==> src/rtl/psum_su_adder_drain.sv <==
// Spatial-unrolling psum adder and drain controller: reduces NUM_PE psum lanes per RF entry and streams them to the GB.
// Build option: define SU_ADDER_SAT_EN for a saturating reduction; without it the wide sum wraps.
module psum_su_adder_drain #(
  parameter int DATA_BITWIDTH    = 16,
  parameter int ADDR_BITWIDTH    = 2,
  parameter int DEPTH            = 4,
  parameter int NUM_PE           = 4,
  parameter int GB_ADDR_BITWIDTH = 8
) (
  input  logic                            clk,
  input  logic                            reset,
  input  logic                            start,
  input  logic [GB_ADDR_BITWIDTH-1:0]     gb_base_addr,
  input  logic [NUM_PE*DATA_BITWIDTH-1:0] psum_in,
  output logic [ADDR_BITWIDTH-1:0]        addr_from_su_adder,
  output logic                            gb_valid,
  input  logic                            gb_ready,
  output logic [DATA_BITWIDTH-1:0]        gb_data,
  output logic [GB_ADDR_BITWIDTH-1:0]     gb_addr,
  output logic                            busy,
  output logic                            done
);

  localparam int SUM_W = DATA_BITWIDTH + $clog2(NUM_PE);
  localparam logic [ADDR_BITWIDTH-1:0] LAST_IDX = ADDR_BITWIDTH'(DEPTH - 1);

  typedef enum logic [1:0] {
    IDLE   = 2'd0,
    PRIME  = 2'd1,
    STREAM = 2'd2,
    DRAIN  = 2'd3
  } state_e;

  state_e                        state_q, state_d;
  logic [ADDR_BITWIDTH-1:0]      rd_idx_q, rd_idx_d;
  logic [GB_ADDR_BITWIDTH-1:0]   base_q, base_d;
  logic                          gb_valid_q, gb_valid_d;
  logic [DATA_BITWIDTH-1:0]      gb_data_q, gb_data_d;
  logic [GB_ADDR_BITWIDTH-1:0]   gb_addr_q, gb_addr_d;
  logic                          busy_q, busy_d;
  logic                          done_q, done_d;
  logic                          accept;

  // Sign-extend every lane into a guard-bit-wide accumulator, then narrow to the GB data width.
  function automatic logic [DATA_BITWIDTH-1:0] reduce_psum(
    input logic [NUM_PE*DATA_BITWIDTH-1:0] lanes
  );
    logic signed [SUM_W-1:0] sum;
`ifdef SU_ADDER_SAT_EN
    logic signed [SUM_W-1:0] sat_max;
    logic signed [SUM_W-1:0] sat_min;
`endif
    sum = '0;
    for (int p = 0; p < NUM_PE; p++) begin
      sum = sum + SUM_W'($signed(lanes[p*DATA_BITWIDTH +: DATA_BITWIDTH]));
    end
`ifdef SU_ADDER_SAT_EN
    sat_max = {{(SUM_W-DATA_BITWIDTH+1){1'b0}}, {(DATA_BITWIDTH-1){1'b1}}};
    sat_min = {{(SUM_W-DATA_BITWIDTH+1){1'b1}}, {(DATA_BITWIDTH-1){1'b0}}};
    if (sum > sat_max) begin
      reduce_psum = sat_max[DATA_BITWIDTH-1:0];
    end else if (sum < sat_min) begin
      reduce_psum = sat_min[DATA_BITWIDTH-1:0];
    end else begin
      reduce_psum = sum[DATA_BITWIDTH-1:0];
    end
`else
    reduce_psum = sum[DATA_BITWIDTH-1:0];
`endif
  endfunction

  assign accept = !gb_valid_q || gb_ready;

  // Next-state, capture and RF read-address logic.
  always_comb begin
    state_d            = state_q;
    rd_idx_d           = rd_idx_q;
    base_d             = base_q;
    gb_valid_d         = gb_valid_q;
    gb_data_d          = gb_data_q;
    gb_addr_d          = gb_addr_q;
    busy_d             = busy_q;
    done_d             = 1'b0;
    addr_from_su_adder = '0;
    case (state_q)
      IDLE: begin
        if (start) begin
          base_d   = gb_base_addr;
          rd_idx_d = '0;
          busy_d   = 1'b1;
          state_d  = PRIME;
        end else begin
          state_d = IDLE;
        end
      end
      PRIME: begin
        state_d = STREAM;
      end
      STREAM: begin
        // A stall keeps the address on the pending entry so the RF re-presents it.
        if (accept) begin
          gb_data_d          = reduce_psum(psum_in);
          gb_addr_d          = base_q + GB_ADDR_BITWIDTH'(rd_idx_q);
          gb_valid_d         = 1'b1;
          rd_idx_d           = rd_idx_q + ADDR_BITWIDTH'(1);
          addr_from_su_adder = rd_idx_q + ADDR_BITWIDTH'(1);
          if (rd_idx_q == LAST_IDX) begin
            state_d = DRAIN;
          end else begin
            state_d = STREAM;
          end
        end else begin
          addr_from_su_adder = rd_idx_q;
        end
      end
      DRAIN: begin
        if (gb_valid_q && gb_ready) begin
          gb_valid_d = 1'b0;
          done_d     = 1'b1;
          busy_d     = 1'b0;
          state_d    = IDLE;
        end else begin
          state_d = DRAIN;
        end
      end
      default: begin
        state_d = IDLE;
      end
    endcase
  end

  // State and output registers.
  always_ff @(posedge clk or posedge reset) begin
    if (reset) begin
      state_q    <= IDLE;
      rd_idx_q   <= '0;
      base_q     <= '0;
      gb_valid_q <= 1'b0;
      gb_data_q  <= '0;
      gb_addr_q  <= '0;
      busy_q     <= 1'b0;
      done_q     <= 1'b0;
    end else begin
      state_q    <= state_d;
      rd_idx_q   <= rd_idx_d;
      base_q     <= base_d;
      gb_valid_q <= gb_valid_d;
      gb_data_q  <= gb_data_d;
      gb_addr_q  <= gb_addr_d;
      busy_q     <= busy_d;
      done_q     <= done_d;
    end
  end

  assign gb_valid = gb_valid_q;
  assign gb_data  = gb_data_q;
  assign gb_addr  = gb_addr_q;
  assign busy     = busy_q;
  assign done     = done_q;

endmodule

==> config.mk <==
export PLATFORM = sky130hd
export DESIGN_NAME = psum_su_adder_drain
export DESIGN_NICKNAME = d
export VERILOG_FILES = /design/src/rtl/psum_su_adder_drain.sv
export SDC_FILE = /design/constraint.sdc
export NUM_CORES = 1
export LEC_CHECK = 0
export BUFFER_PORTS_ARGS = -buffer_cell sky130_fd_sc_hd__buf_2
export CAP_MARGIN = 15
export CORE_UTILIZATION = 47
export DETAILED_ROUTE_END_ITERATION = 16
export HOLD_SLACK_MARGIN = 0.02
export PLACE_DENSITY = 0.79
export REMOVE_ABC_BUFFERS = 1
export SYNTH_ARGS = -nofsm -noshare
export SYNTH_HDL_FRONTEND = slang
export SYNTH_SLANG_ARGS = --single-unit
==> constraint.sdc <==
create_clock -name clk -period 1.8 [get_ports clk]
set_clock_uncertainty 0.2 [all_clocks]
set_input_delay 0 -clock clk [delete_from_list [all_inputs] [get_ports clk]]
set_output_delay 0 -clock clk [all_outputs]
set_load 0.05 [all_outputs]
* Word-level counts from Yosys, hierarchy flattened *
Index checks and enable logic that the tools add are counted.

storage, ports and cells
  register bits after elaboration = 39
  latch bits = 0
  memory bits (writable) = 0
  bits in read-only memories = 0
  input port bits = 76
  output and inout port bits = 29
  memories = 0

operators by class
  add/sub/neg operators = 5
  multiply operators = 0
  div/mod/pow operators = 0
  magnitude comparators = 0
  equal/unequal tests = 7
  shift operators = 0
  muxes and demuxes = 16
  bitwise gates (word level) = 0
  reduce and logical (&&, ||, !) cells = 12

operators with widths
  cell                                                 count
  adder 16 bit                                         3
  two-way mux 2 bit                                    5
  adder 8 x 2 -> 8 bit                                 1
  one-hot mux 2 bit (4 select lines)                   1
  two-way mux 1 bit                                    7
  equality test 2 bit, second input constant           3
  inequality test 2 bit, second input constant         3
  AND reduction 2 bit                                  3
  AND reduction 3 bit                                  2
  nonzero test 2 bit                                   3
  one-hot mux 1 bit (2 select lines)                   2
  one-hot mux 2 bit (2 select lines)                   1
  adder 2 x 1 -> 2 bit, second input constant          1
  equality test 2 x 1 -> 1 bit, second input constant  1
  logical NOT 2 bit                                    1
  logical AND 1 bit                                    1
  logical NOT 1 bit                                    1
  logical OR 1 bit                                     1

* Longest topological paths before layout *
  depth after elaboration = 4
  depth in mapped cells = 12
  gate-level depth less buffers = 12

* Least setup slack after synthesis *
OpenSTA, ideal clock, no wires.

  path kind = input to register
  start point = input port psum_in[1]
  end point = register gb_data_q[13] (netlist: gb_data[13])
  arrival = 2709 ps
  required time = 1517 ps
  slack = -1192 ps
  stages = 12
  path through = inv_1 fa_1 inv_1 fa_1 ha_1 fa_1 a211oi_1 o21bai_2 a211oi_1 o21bai_1 xnor2_1 o21ai_0

between the ends
  cells in the longest elaborated chain, start to end = 3

RTL lines
  what                       line  text
  from (decl)                14    input logic [NUM_PE*DATA_BITWIDTH-1:0] psum_in,
  adder 16 bit (3 in a row)  55    sum = sum + SUM_W'($signed(lanes[p*DATA_BITWIDTH +: DATA_BITWIDTH]));
  to (signal assigned)       148   gb_data_q <= gb_data_d;
  to (decl)                  38    logic [DATA_BITWIDTH-1:0] gb_data_q, gb_data_d;

Every way passes these cells.
A chain may end at the register's enable or synchronous reset.

* Final worst setup path *
  start point = input port psum_in[1]
  end point = register gb_data_q[9] (netlist: gb_data[9])

The elaborated chain is that of the path after synthesis.

==> flow_metrics.tcl <==
set metrics [dict create \
    status "finished, violations left" \
    violations "setup timing" \
    rsz0062_at_grt "true" \
    path_clk_slew_ns 0.08 \
    post-synth-top-count-cell "inv_1" \
    relSlewSlack_pct 66.9 \
    yosysSeqAreaShare_pct 30.0 \
    cts_root_buf "clkbuf_8" \
    crit_slowest_cell "fa_1" \
    gp_congestion 0.830 \
    period_minus_slack_ns 2.68 \
    area_growth_pct 43.3 \
    ir_drop_v 0.000645 \
    port-buffer-count 104 \
    cts_buffers 5 \
    max_cap_violations 0 \
    syn_inst 364 \
    dr.first_iter.drc_count 107 \
    vias_per_cell 4.92 \
    grt_pass1_vias 2945 \
    async_flop_share_pct 100 \
    wl_per_cell_microns 12.6 \
    worst_slew_pin_slew_ns 0.496 \
    r2r_end "gb_addr[4]" \
    fin_ws_ns -0.882 \
    holdWs_ns 0.00716 \
    fmax_mhz 373 \
    hp-class "input port to register" \
    avgSynthCellArea_sq_um 8.94 \
    fin_crit_sh_pct 149 \
    synth_common_cells "inv_1 (90), nand2_1 (43), dfrtp_1 (39)" \
    die_h_microns 85.2 \
    cts.sinks 39 \
    crit_chain "buf_8 > inv_4 > fa_1 > inv_2 > fa_1 > ha_2 > fa_2 > a211oi_4 > o21bai_4 > a21oi_4 > o21ai_1 > xnor2_1 > o21ai_1" \
    r2r_slack_ns -0.05 \
    ys_warn_count 0 \
    n_antenna_cell 0 \
    cts-htree-levels 2 \
    hold_viol 0 \
    grt_max_degree 40 \
    antenna_found_initial 0 \
    synth_edf_count 0 \
    rows 29 \
    r2r_cells 7 \
    arrival_ns 2.67 \
    drc 0 \
    worstPathRequired_ns 1.79 \
    fin_nets 657 \
    synth.ff_latch_count 39 \
    post-dp-hpwl_microns 5690 \
    ios 105 \
    cts_tree "yes" \
    num_vias 3002 \
    dpl_cell_area_sq_um 4180 \
    drtPass1Iterations 4 \
    design_area_sq_um 4670 \
    start_util_pct 49.8 \
    drt-total-wl_microns 7670 \
    grt_overflow 0 \
    cp-start-kind "input port" \
    maxSlewViolCount 0 \
    synth_cell_types 40 \
    slowest_delay_ns 0.54 \
    p_per_area_nw_per_um2 1570 \
    ys_top_cells_by_area "dfrtp_1 (30%), fa_1 (19%), inv_1 (10%), ha_1 (6.9%), nand2_1 (5.0%)" \
    rr_startpoint "rd_idx_q[0]" \
    crit_path_end_kind "register" \
    ant_nets 0 \
    clk_path_buf_depth 2 \
    yosysTopAreaCellShare_pct 30.0 \
    crit_fanout 4 \
    endpoint "gb_data[9]" \
    cellLeakagePower_nw 2.54 \
    dieWidth_microns 85.2 \
    yosysTopAreaCell "dfrtp_1" \
    netlist_area_sq_um 3260 \
    worstSetupPathType "input port to register" \
    clk_latency_ns 0.29 \
    die-area_sq_um 7260 \
    drive_gt1_share_pct 39.0 \
    setup_viol 17 \
    synth_top_flop_cell "dfrtp_1" \
    crit_start "psum_in[1]" \
    nFillCells 475 \
    track_usage_pct 21.2 \
    grt_pass1_wl_microns 12200 \
    coreArea_sq_um 6530 \
]
## worst max-delay path: cells and delay by family
kind                     cells  cell delay (ns)
buffers and inverters        3             0.13
adder cells (fa/ha/maj)      4             1.57
XOR/XNOR                     1             0.15
AO/OA/AOI/OAI                5             0.81
## cell families after synthesis
kind of cell	Yosys count	share of synthesized area [%]
AND/OR/NAND/NOR	83	11.4
buffers and inverters	97	11.5
XOR/XNOR	18	4.84
flip-flops	39	30.0
multiplexers	9	3.04
adder cells (fa/ha/maj)	49	26.0
AO/OA/AOI/OAI	69	13.3
## layer usage
layer,wire (microns),share of wire (%),GRT usage [%],vias to the layer above
met1,3030,39,23.8,1409
met5,0,0,0,-
met2,4120,54,40.8,95
li1,-,-,-,1483
met3,383,5.0,3.99,15
met4,139,1.8,5.55,0
## report_power, final
| group | internal (mW) | total [mW] | switching [mW] |
|---|---|---|---|
| logic | 1.97 | 4.97 | 3.00 |
| registers | 1.31 | 1.61 | 0.297 |
| clock network | 0.449 | 0.764 | 0.315 |
## through the flow
| step | std cells | power [mW] | utilization (%) | setup TNS [ns] | setup slack [ns] |
|---|---|---|---|---|---|
| 4_1_cts | 605 | 6.99 | 68.9 | -8.77 | -0.839 |
| 5_1_grt | 610 | 7.85 | 71.4 | -10.84 | -1.00 |
| 2_1_floorplan | 357 | 4.60 | - | -14.89 | -1.23 |
| 3_5_place_dp | 583 | 6.05 | 63.9 | -15.62 | -1.44 |
| 6_report | 610 | 7.34 | 71.4 | -9.08 | -0.882 |
| 3_3_place_gp | 583 | 5.89 | 63.9 | -14.94 | -1.37 |
## registers in the layout, indices dropped and copies added, names as in the netlist
name and cells:
rd_idx_q 2, gb_data 16, busy 1, gb_valid 1, state_q 2, done 1, gb_addr 8, base_q 8
## worst min path at each step
stage                    startpoint    endpoint  depth (start not counted)
finish                  psum_in[48]  gb_data[1]                          5
global route            psum_in[48]  gb_data[1]                          5
CTS                     psum_in[48]  gb_data[1]                          5
detailed placement            reset        busy                          3
global placement              reset  gb_data[0]                          3
floorplan           gb_base_addr[1]   base_q[1]                          2
## cells in the final DEF (no fill, tap or decap), types with 7 or more instances in the layout
cell type / synthesis / layout
buf_2: 7 / 100
inv_1: 90 / 84
buf_4: 0 / 48
nand2_1: 43 / 43
dfrtp_1: 39 / 39
fa_1: 31 / 29
o21ai_0: 23 / 13
o21ai_1: 3 / 12
nor2_1: 13 / 12
dlygate4sd3_1: 0 / 12
xnor2_1: 12 / 11
ha_1: 18 / 11
a21oi_1: 11 / 7
mux2_2: 7 / 7
buf_6: 0 / 7
## layout make-up
class | instances | area (sq um) | share of cell area [%]
clock inverter | 2 | 35.0 | 0.751
inverter | 90 | 340 | 7.29
timing repair buffer | 168 | 1070 | 23.0
tap | 77 | 96.3 | 2.06
clock buffer | 6 | 82.6 | 1.77
multi-input combinational | 228 | 2060 | 44.2
sequential | 39 | 976 | 20.9
## timing repair
action	in CTS	in global routing
setup buffers	2	5
endpoints found under the hold margin	55	0
setup endpoints to repair	16	24
resized for setup	24	34
gates cloned	0	0
hold buffers	12	0
pin swaps	24	16
(Power assumes the default switching activity.)
